--- src/rtl/wb_unit_pkg.sv ---
// Shared writeback types: register index, data word, FIFO entry.
// Consumed by wb_fifo and wb_unit.
package cpuDefine;

  typedef logic [4:0]  Gr;
  typedef logic [31:0] DType;

  localparam int rfNum       = 32;
  localparam int wbFifoDepth = 4;
  localparam int wbPtrW      = $clog2(wbFifoDepth);

  typedef struct packed {
    Gr    rd;
    DType data;
  } WbEntry;

endpackage

--- src/rtl/wb_fifo.sv ---
// Small FIFO queuing long-latency results ahead of the register-file
// write port. Pointers wrap naturally at wbFifoDepth.
module wb_fifo
  import cpuDefine::*;
(
  input  logic   clk,
  input  logic   reset,
  input  logic   push,
  input  WbEntry push_entry,
  input  logic   pop,
  output WbEntry head,
  output logic   full,
  output logic   empty
);

  logic [wbPtrW-1:0] wr_ptr_q, wr_ptr_d;
  logic [wbPtrW-1:0] rd_ptr_q, rd_ptr_d;
  logic [wbPtrW:0]   cnt_q, cnt_d;
  WbEntry            mem_q [wbFifoDepth];

  logic do_push;
  logic do_pop;

  assign full    = (cnt_q == (wbPtrW+1)'(wbFifoDepth));
  assign empty   = (cnt_q == '0);
  assign do_push = push && !full;
  assign do_pop  = pop && !empty;
  assign head    = mem_q[rd_ptr_q];

  always_comb begin
    wr_ptr_d = wr_ptr_q;
    rd_ptr_d = rd_ptr_q;
    cnt_d    = cnt_q;
    if (do_push) begin
      wr_ptr_d = wr_ptr_q + wbPtrW'(1);
    end
    if (do_pop) begin
      rd_ptr_d = rd_ptr_q + wbPtrW'(1);
    end
    unique case ({do_push, do_pop})
      2'b10:   cnt_d = cnt_q + (wbPtrW+1)'(1);
      2'b01:   cnt_d = cnt_q - (wbPtrW+1)'(1);
      default: cnt_d = cnt_q;
    endcase
  end

  always_ff @(posedge clk or posedge reset) begin
    if (reset) begin
      wr_ptr_q <= '0;
      rd_ptr_q <= '0;
      cnt_q    <= '0;
    end else begin
      wr_ptr_q <= wr_ptr_d;
      rd_ptr_q <= rd_ptr_d;
      cnt_q    <= cnt_d;
    end
  end

  // Storage needs no reset: the pointers define what is valid.
  always_ff @(posedge clk) begin
    if (do_push) begin
      mem_q[wr_ptr_q] <= push_entry;
    end
  end

endmodule

--- src/rtl/wb_unit.sv ---
// Writeback arbiter: ALU results win the port, queued mem results drain
// otherwise; tracks pending long-latency writes. WB_FORWARD_EN adds a lookup.
module wb_unit
  import cpuDefine::*;
(
  input  logic             clk,
  input  logic             reset,
  input  logic             issue_valid,
  input  Gr                issue_rd,
  input  logic             alu_valid,
  input  Gr                alu_rd,
  input  DType             alu_data,
  input  logic             mem_valid,
  output logic             mem_ready,
  input  Gr                mem_rd,
  input  DType             mem_data,
  output logic             regWriteEn,
  output Gr                rd_out,
  output DType             regWriteData,
`ifdef WB_FORWARD_EN
  input  Gr                lookup_rd,
  output logic             fwd_hit,
  output DType             fwd_data,
`endif
  output logic [rfNum-1:0] busy
);

  WbEntry push_entry;
  WbEntry head;
  logic   full;
  logic   empty;
  logic   pop;
  logic   push;

  logic             we_q, we_d;
  Gr                rd_q, rd_d;
  DType             data_q, data_d;
  logic [rfNum-1:0] busy_q, busy_d;

  // Held low during reset even though the empty FIFO is not full.
  assign mem_ready  = !full && !reset;
  assign push       = mem_valid && mem_ready;
  assign push_entry = '{rd: mem_rd, data: mem_data};

  wb_fifo u_fifo (
    .clk        (clk),
    .reset      (reset),
    .push       (push),
    .push_entry (push_entry),
    .pop        (pop),
    .head       (head),
    .full       (full),
    .empty      (empty)
  );

  always_comb begin
    we_d   = 1'b0;
    rd_d   = rd_q;
    data_d = data_q;
    pop    = 1'b0;
    if (alu_valid) begin
      we_d   = (alu_rd != '0);
      rd_d   = alu_rd;
      data_d = alu_data;
    end else if (!empty) begin
      pop    = 1'b1;
      we_d   = (head.rd != '0);
      rd_d   = head.rd;
      data_d = head.data;
    end
  end

  // Clear before set so an issue on the retiring register wins.
  always_comb begin
    busy_d = busy_q;
    if (pop && head.rd != '0) begin
      busy_d[head.rd] = 1'b0;
    end
    if (issue_valid && issue_rd != '0) begin
      busy_d[issue_rd] = 1'b1;
    end
    busy_d[0] = 1'b0;
  end

  always_ff @(posedge clk or posedge reset) begin
    if (reset) begin
      we_q   <= 1'b0;
      rd_q   <= '0;
      data_q <= '0;
      busy_q <= '0;
    end else begin
      we_q   <= we_d;
      rd_q   <= rd_d;
      data_q <= data_d;
      busy_q <= busy_d;
    end
  end

  assign regWriteEn   = we_q;
  assign rd_out       = rd_q;
  assign regWriteData = data_q;
  assign busy         = busy_q;

`ifdef WB_FORWARD_EN
  assign fwd_hit  = we_q && (rd_q == lookup_rd) && (lookup_rd != '0);
  assign fwd_data = data_q;
`endif

endmodule

--- config.mk ---
export PLATFORM = sky130hd
export DESIGN_NAME = wb_unit
export DESIGN_NICKNAME = d
export VERILOG_FILES = /design/src/rtl/wb_unit_pkg.sv /design/src/rtl/wb_fifo.sv /design/src/rtl/wb_unit.sv
export SDC_FILE = /design/constraint.sdc
export NUM_CORES = 1
export LEC_CHECK = 0
export BUFFER_PORTS_ARGS = -buffer_cell sky130_fd_sc_hd__buf_4
export CORE_AREA = 4 4 127 129
export CTS_CLUSTER_DIAMETER = 80
export DETAILED_ROUTE_END_ITERATION = 8
export DIE_AREA = 0 0 131 133
export GPL_ROUTABILITY_DRIVEN = 0
export PLACE_DENSITY = 0.81
export SYNTH_ARGS = -nofsm -noshare
export SYNTH_HDL_FRONTEND = slang
export SYNTH_SLANG_ARGS = --single-unit
--- constraint.sdc ---
create_clock -name clk -period 7.7 [get_ports clk]
set_input_delay 1.54 -clock clk [delete_from_list [all_inputs] [get_ports clk]]
set_output_delay 1.54 -clock clk [all_outputs]
set_load 0.005 [all_outputs]
; ---- Yosys cells after proc, flatten, opt, wreduce, memory -nomap -nowiden
; Memory sizes are Yosys's and may differ from the RTL's.
; Cells that the tools add are included.
[classes]
n_lt_le_gt_ge = 4
n_reduce_logical = 16
addsub = 4
n_bitwise = 3
n_mux = 17
n_eq_ne = 4
[ops]
columns = cell, count
row1 = $mux 32, 4
row2 = $and 32x32->32, 1
row3 = $not 32->32, 1
row4 = $or 32x32->32, 1
row5 = $reduce_bool 5->1, 3
row6 = $lt 5x6->1 const B, 2
row7 = $demux 1 s5, 2
row8 = $ge 5x1->1 const B, 2
row9 = $mux 5, 2
row10 = $logic_and 1x1->1, 8
row11 = $mux 1, 8
row12 = $pmux 3 s2, 1
row13 = $add 2x1->2 const B, 2
row14 = $add 3x1->3 const B, 1
row15 = $eq 3x3->1 const B, 1
row16 = $logic_not 1->1, 3
row17 = $logic_not 3->1, 1
row18 = $sub 3x1->3 const B, 1
row19 = $eq 2x1->1 const B, 1
row20 = $eq 2x2->1 const B, 1
row21 = $ne 2x2->1 const B, 1
row22 = $reduce_bool 2->1, 1
[totals]
regBits = 76
mem_count = 1
ramBits = 148
[memory_table]
columns = memory, depth, word_bits, rd, rd_ports_with_merged_regs, write_ports, line
row1 = u_fifo.mem_q, 4, 37, 1, 0, 1, wb_fifo.sv:19  ; WbEntry mem_q [wbFifoDepth];

; ---- Logic depth before layout (Yosys ltp)
; Gate-level depths: netlist of run 1.
; An unclocked memory read counts as a cell.
[depth]
depth_word = 10
ltp_mapped = 10
ltp_nobuf = 10

; ---- By module
; From an unflattened synthesis of run 1, not the netlist that was laid out.
[unflattened]
hier_cells = 526
area_unflattened_um2 = 8802.2
[by_module_without_submodules]
columns = module, area_each_um2, cells_each, instances
row1 = wb_fifo, 5759.3, 231, 1
row2 = wb_unit, 3042.9, 295, 1

; ---- Least setup slack after synthesis of run 1
; Ideal clock, no wire load.
[synth_path]
path_type = input -> output
startpoint = in reset
endpoint = out mem_ready
slack_ps = 4349
arrival_time_ps = 1811
path_buffers = 0
path_stages = 1
path_cell_list = a31oi_1
[synth_between]
elab_chain_cells = 2
[synth_lines]
columns = item, line
row1 = from (decl), wb_unit.sv:7  ; input logic reset,
row2 = $logic_not 1->1 (no source line), n/a
row3 = $logic_and 1x1->1, wb_unit.sv:41  ; assign mem_ready = !full && !reset;
row4 = to (decl), wb_unit.sv:14  ; output logic mem_ready,
; No other way between the ends.

; ---- Worst setup path in the final report of run 1
; Ends and elaborated chain as after synthesis.

==> out/qor.yml, run 1 <==
sta:
  fin_crit_sh_pct: 49.4
  fin_ws_ps: 3900
  fmax_mhz: 263
  max_slew_margin_pct: 30.5
  setup_tns_ps: 0
  setup_viol: 0
  min_period_ps: 3800
  skew_ps: 8.73
  rsz0062_at_grt: "no"
  final-max-slew-violation-count: 0
  worst_pin_slew_ps: 1040
  final_hold_viol_count: 0
synthesis:
  synth_mux_area_share_pct: 13.3
  synthTopCellsByArea: "edfxtp_1, dfrtp_1, mux4_2, mux2i_1, o21ai_0"
  yosysWarnings: 0
  synth_async_sr_flop_share_pct: 33.9
  synth_xor_area_share_pct: 0.596
  synth_top_family_by_area: "multiplexers"
  ys_types: 43
  synth_compound_area_share_pct: 7.03
  synth-simple-area-share_pct: 4.13
  synth_ff_type: "edfxtp_1"
  ys_ff_latch: 224
  seq_area_frac_synth_pct: 71.9
  synth_top_area_share_pct: 50.4
  syn_inst: 524
  syn_area_um2: 8820
  synth.avg_cell_area_um2: 16.8
  synth_nets: 614
  yosysTopAreaCell: "edfxtp_1"
  synth_edf_count: 148
  yosys.area_share.adder_pct: 0.936
grt:
  antenna_found_initial: 0
  grt-ovfl-total: 0
  grt_use_total_pct: 22.4
  grt_max_degree: 77
  grt_pass1_wl_mm: 30.0
  grt_pass1_vias: 5464
clocking:
  cts_sinks: 224
  postCtsResizedCells: 0
  clk_latency_ps: 490
  h-tree-depth: 1
  cts_made_buffers: 23
  clockBufferDepth: 3
  tritoncts: "done"
  cts_root_buffer: "clkbuf_16"
  cts.reportedPaths.clkPinSlew_ps: 60
  post_cts_buffers: 0
  holdBufCountCts: 0
worst_setup_path:
  r2r_slack_ps: 4870
  cp-end-kind: "output port"
  timing.rr.end: "busy[24]"
  worstPathArrival_ps: 2260
  worstPathRequired_ps: 6160
  crit_path_max_fanout: 6
  reg2reg_depth: 5
  r2r-start: "u_fifo.rd_ptr_q[0]"
  start_kind: "input port"
  critPathKind: "in2out"
floorplanning:
  io_pins: 155
  fp.coreArea_um2: 15000
  die_w_um: 131
  core.rowCount: 45
  initial_core_util_pct: 58.7
  die-area_um2: 17400
  die_y_um: 133
route:
  wl_met3_mm: 1.64
  routedWlPerCell_um: 21.9
  drt-initial-drc-count: 454
  routed_wl_mm: 19.2
  drc_errors: 0
  drt_pass1_iterations: 6
  ant_nets: 0
  top_layer: "met4"
  num_vias: 5221
  via_per_inst: 5.95
  met2WireLength_mm: 9.47
  drt-met1-wl_mm: 7.58
hold_path:
  holdCritStartpoint: "regWriteData[16]"
  holdPathStages: 2
  hp-class: "reg2reg"
  min_to: "regWriteData[16]"
run:
  drv_cap: 0
pwr:
  vdd_drop_max_mv: 0.221
  total_leakage_power_nw: 4.13
  power_density_nw_per_um2: 360
placed_design:
  preCtsSetupSlack_ps: 3800
  dp_hpwl_mm: 12.2
  io_buffers: 153
final_layout:
  area_delta_synth_final_pct: 22.6
  register_area_um2: 6350
  drive_gt1_share_pct: 34.9
  multi_input_area_um2: 2310
  n_antenna_cell: 0
  nFillCells: 918
  num-nets-final: 764
run_status:
  run_status: "completed"
==> stage by stage <==
stage | util [%] | total power (W) | instance area, um2 | cells | hold slack (ps)
3_3_place_gp | 67.3 | 0.00282 | 10100 | 837 | 466
6_report | 72.0 | 0.00389 | 10800 | 878 | 487
4_1_cts | 72.0 | 0.00392 | 10800 | 878 | 487
2_1_floorplan | - | 0.00237 | 8820 | 524 | 473
3_5_place_dp | 67.3 | 0.00288 | 10100 | 837 | 474
5_1_grt | 72.0 | 0.00410 | 10800 | 878 | 509
==> worst max-delay path by stage <==
stage | from | to | slack [ps] | cells after the start
global route | reset | mem_ready | 3840 | 3
global placement | reset | mem_ready | 3950 | 3
finish | reset | mem_ready | 3900 | 3
detailed placement | alu_valid | busy[19] | 3800 | 5
floorplan | reset | busy[10] | 4220 | 1
CTS | reset | mem_ready | 3910 | 3
==> where the power goes <==
part	switching, W	total, W	internal (W)
sequential	0.000189	0.00176	0.00157
combinational	0.000535	0.00110	0.000565
clock	0.000438	0.00103	0.000594
==> cell families after synthesis <==
logic type,count (synthesis)
DFF,224
AOI/OAI and AO/OA,101
and+or+nand+nor,72
muxes,71
buffers and inverters,43
adders and majority gates,6
xor gates and xnor gates,6
other,1
==> layout make-up <==
class	instances	share of cell area, %
flip-flops and latches	224	58.7
multi-input cells	257	21.4
repair buffers	156	10.8
clock buffers	28	5.59
well taps	188	2.17
clock inverters	13	0.937
inverters	12	0.428
==> worst max-delay path, cell delays in order <==
cell     delay (ps)
buf_4           120
a31oi_1         400
buf_4           200
==> sequential cells by signal (all words and copies together) (netlist names) <==
name	cells
u_fifo.cnt_q	3
busy	31
regWriteEn	1
regWriteData	32
u_fifo.mem_q	148
u_fifo.rd_ptr_q	2
u_fifo.wr_ptr_q	2
rd_out	5
==> Yosys cell counts, types with 2 or more instances <==
cell	number
nand3_1	4
o31ai_1	29
buf_2	4
a222oi_1	3
inv_1	11
nand2b_1	3
buf_1	4
or3b_2	3
clkbuf_1	20
nor2_1	3
dfrtp_1	76
or3_1	2
xor2_1	3
o41ai_1	2
nand2_1	38
mux2i_1	33
and3_1	4
a22oi_1	2
or4_1	2
mux4_2	37
ha_1	5
nand3b_1	5
edfxtp_1	148
xnor2_1	3
o21ai_0	62
==> cell usage in the layout, fill, tap and decap left out, drive strengths merged, types with 2 or more instances in the layout <==
cell type and count:
a222oi 3, a22oi 2, and3 4, buf 156, clkbuf 28, clkinv 7
clkinvlp 5, dfrtp 76, edfxtp 148, ha 5, inv 12, mux2i 33
mux4 37, nand2 38, nand2b 3, nand3 4, nand3b 5, nor2 3
o21ai 62, o31ai 29, o41ai 3, or2 2, or3 2, or3b 3
or4 2, xnor2 3, xor2 3
==> metal layers <==
layer | up-vias | GRT usage [%]
met5 | - | 0
met4 | 0 | 7.26
met3 | 43 | 4.48
met2 | 250 | 35.9
met1 | 2590 | 31.1
li1 | 2338 | -
No activity file was read; power rests on OpenSTA's default activity.
==> run 2: changes to the inputs <==
--- a/config.mk
+++ b/config.mk
@@ -6,12 +6,12 @@
 export NUM_CORES = 1
 export LEC_CHECK = 0
 export BUFFER_PORTS_ARGS = -buffer_cell sky130_fd_sc_hd__buf_4
-export CORE_AREA = 4 4 127 129
+export CORE_AREA = 4 4 131 133
 export CTS_CLUSTER_DIAMETER = 80
 export DETAILED_ROUTE_END_ITERATION = 8
-export DIE_AREA = 0 0 131 133
+export DIE_AREA = 0 0 135 137
 export GPL_ROUTABILITY_DRIVEN = 0
-export PLACE_DENSITY = 0.81
+export PLACE_DENSITY = 0.77
 export SYNTH_ARGS = -nofsm -noshare
 export SYNTH_HDL_FRONTEND = slang
 export SYNTH_SLANG_ARGS = --single-unit
==> constraint.sdc (replaced) <==
create_clock -name clk -period 3.8 [get_ports clk]
set_input_delay 0.76 -clock clk [delete_from_list [all_inputs] [get_ports clk]]
set_output_delay 0.76 -clock clk [all_outputs]
set_load 0.005 [all_outputs]
==> out/qor.yml, run 2 (synthesis results as in run 1) <==
worst_setup_path:
  r2r_slack_ps: 1400  # -3470 ps
  worstPathArrival_ps: 2760  # +500 ps
  cp-end-kind: "register"
  critPathKind: "reg2reg"
  critical_path.slowest_cell: "dfrtp_2"
  crit_path_max_fanout: 28  # +22
  critPathTopFamily: "flip-flops"
  worstPathRequired_ps: 4160  # -2000 ps
  r2r-start: "u_fifo.rd_ptr_q[1]"
  critical_path_buf_inv_count: 1  # -1
  timing.rr.end: "busy[1]"
  reg2reg_depth: 5  # unchanged
  start_kind: "register"
  cp_slowest_stage_delay_ps: 540  # +140 ps
  worstPathCellList: "buf_4, mux4_2, or4b_1, o41ai_2, o41ai_1"
final_layout:
  num-nets-final: 765  # +0.13%
  n_antenna_cell: 0  # unchanged
  nFillCells: 1062  # +16%
  largest_reg_flops: 148  # unchanged
  register_area_um2: 6350  # unchanged
  regMostFlops: "u_fifo.mem_q"
  instances_no_fill: 906  # +3.2%
  multi_input_area_um2: 2310  # unchanged
  final_cell_mix: "buf_4, edfxtp_1, dfrtp_1"
  layout_commonest_cell: "buf_4"
  area_delta_synth_final_pct: 24.0
  drive_gt1_share_pct: 34.8  # -0.14 points
floorplanning:
  core.rowCount: 46  # +2.2%
  die-area_um2: 18500  # +6.2%
  die_w_um: 135  # +3.1%
  die_y_um: 137  # +3.0%
  fp.coreArea_um2: 15800  # +5.3%
  io_pins: 155  # unchanged
  initial_core_util_pct: 55.7  # -2.9 points
sta:
  rsz0062_at_grt: "no"
  min_period_ps: 2400
  fmax_mhz: 416
  fin_ws_ps: 1400  # -2500 ps
  worst_pin_slew_ps: 1000  # -40.1 ps
  final-max-slew-violation-count: 0  # unchanged
  fin_crit_sh_pct: 63.2
  whs_ps: 456  # -30.7 ps
  skew_ps: 11.5  # +2.79 ps
  setup_viol: 0  # unchanged
  final_hold_viol_count: 0  # unchanged
  setup_tns_ps: 0  # unchanged
  max_slew_margin_pct: 33.1  # +2.7 points
grt:
  grt_max_degree: 51  # -34%
  grt_pass1_wl_mm: 30.6  # +2.3%
  grt_use_total_pct: 21.3  # -1.0 points
  grt-ovfl-total: 0  # unchanged
  antenna_found_initial: 0  # unchanged
  grt_pass1_vias: 5630  # +3.0%
run:
  drv_cap: 0  # unchanged
clocking:
  clk_latency_ps: 490  # about the same
  h-tree-depth: 1  # unchanged
  tritoncts: "done"
  holdBufCountCts: 0  # unchanged
  postCtsResizedCells: 0  # unchanged
  cts_made_buffers: 22  # -4.3%
  cts_sinks: 224  # unchanged
  cts_root_buffer: "clkbuf_16"
  cts.reportedPaths.clkPinSlew_ps: 60  # about the same
  post_cts_buffers: 0  # unchanged
  clockBufferDepth: 3  # unchanged
run_status:
  run_status: "completed"
pwr:
  vdd_drop_max_mv: 0.379  # +71%
  total_leakage_power_nw: 4.19  # +1.4%
  total_power_w: 0.00815  # +110%
  power_density_nw_per_um2: 745  # +110%
route:
  via_per_inst: 5.81  # -2.3%
  routed_wl_mm: 19.7  # +2.2%
  drt-initial-drc-count: 386  # -15%
  num_vias: 5266  # +0.86%
  drc_errors: 0  # unchanged
  ant_nets: 0  # unchanged
  routedWlPerCell_um: 21.7  # -0.94%
  drt_pass1_iterations: 5  # -1
hold_path:
  hp-class: "in2async"
placed_design:
  preCtsSetupSlack_ps: 1160  # -2640 ps
  dp_hpwl_mm: 12.8  # +4.7%
  dp.cells: 867  # +3.6%
  io_buffers: 153  # unchanged
==> run 2: cell count changes in the layout (fill, tap and decap cells not counted), sizes merged <==
cell	change
buf	+2
clkinv	-5
clkinvlp	-5
inv	-1
bufinv	+4
clkbuf	+5
==> run 2: worst max-delay path by stage <==
stage                             startpoint               to  cells after the start
after detailed placement           alu_valid  u_fifo.cnt_q[2]                      8
after floorplan                        reset         busy[10]                      1
after CTS                 u_fifo.rd_ptr_q[1]          busy[1]                      5
after global routing      u_fifo.rd_ptr_q[0]         busy[12]                      4
after global placement             alu_valid  u_fifo.cnt_q[2]                      8
final                     u_fifo.rd_ptr_q[1]          busy[1]                      5
==> run 2: metal layers <==
metal / track usage (%) / up-vias / share of wire (%)
met5: 0 / - / 0
met4: 6.22 / 0 / 2.4
met3: 4.15 / 40 / 7.7
met2: 36.9 / 246 / 50
met1: 27.9 / 2651 / 39
li1: - / 2329 / -
==> run 2: power breakdown <==
group,internal [W],switching (W),leakage (nW)
Combinational,0.00115,0.00114,1.57
Clock,0.00147,0.000870,0.376
Sequential,0.00318,0.000338,2.25
Total,0.00580,0.00235,4.19
==> run 2: area by class of cell <==
type / instances / share of cell area, %
well taps: 216 / 2.47
multi-input cells: 257 / 21.1
repair buffers: 158 / 10.8
flip-flops and latches: 224 / 58.0
inverters: 12 / 0.423
clock buffers: 33 / 5.70
clock inverters: 6 / 1.42
==> run 2: per-stage QoR <==
stage	util [%]	cell area, um2
after floorplan	-	8820
after global placement	64.2	10200
after detailed placement	64.2	10200
after CTS	69.1	10900
after global routing	69.1	10900
final	69.1	10900
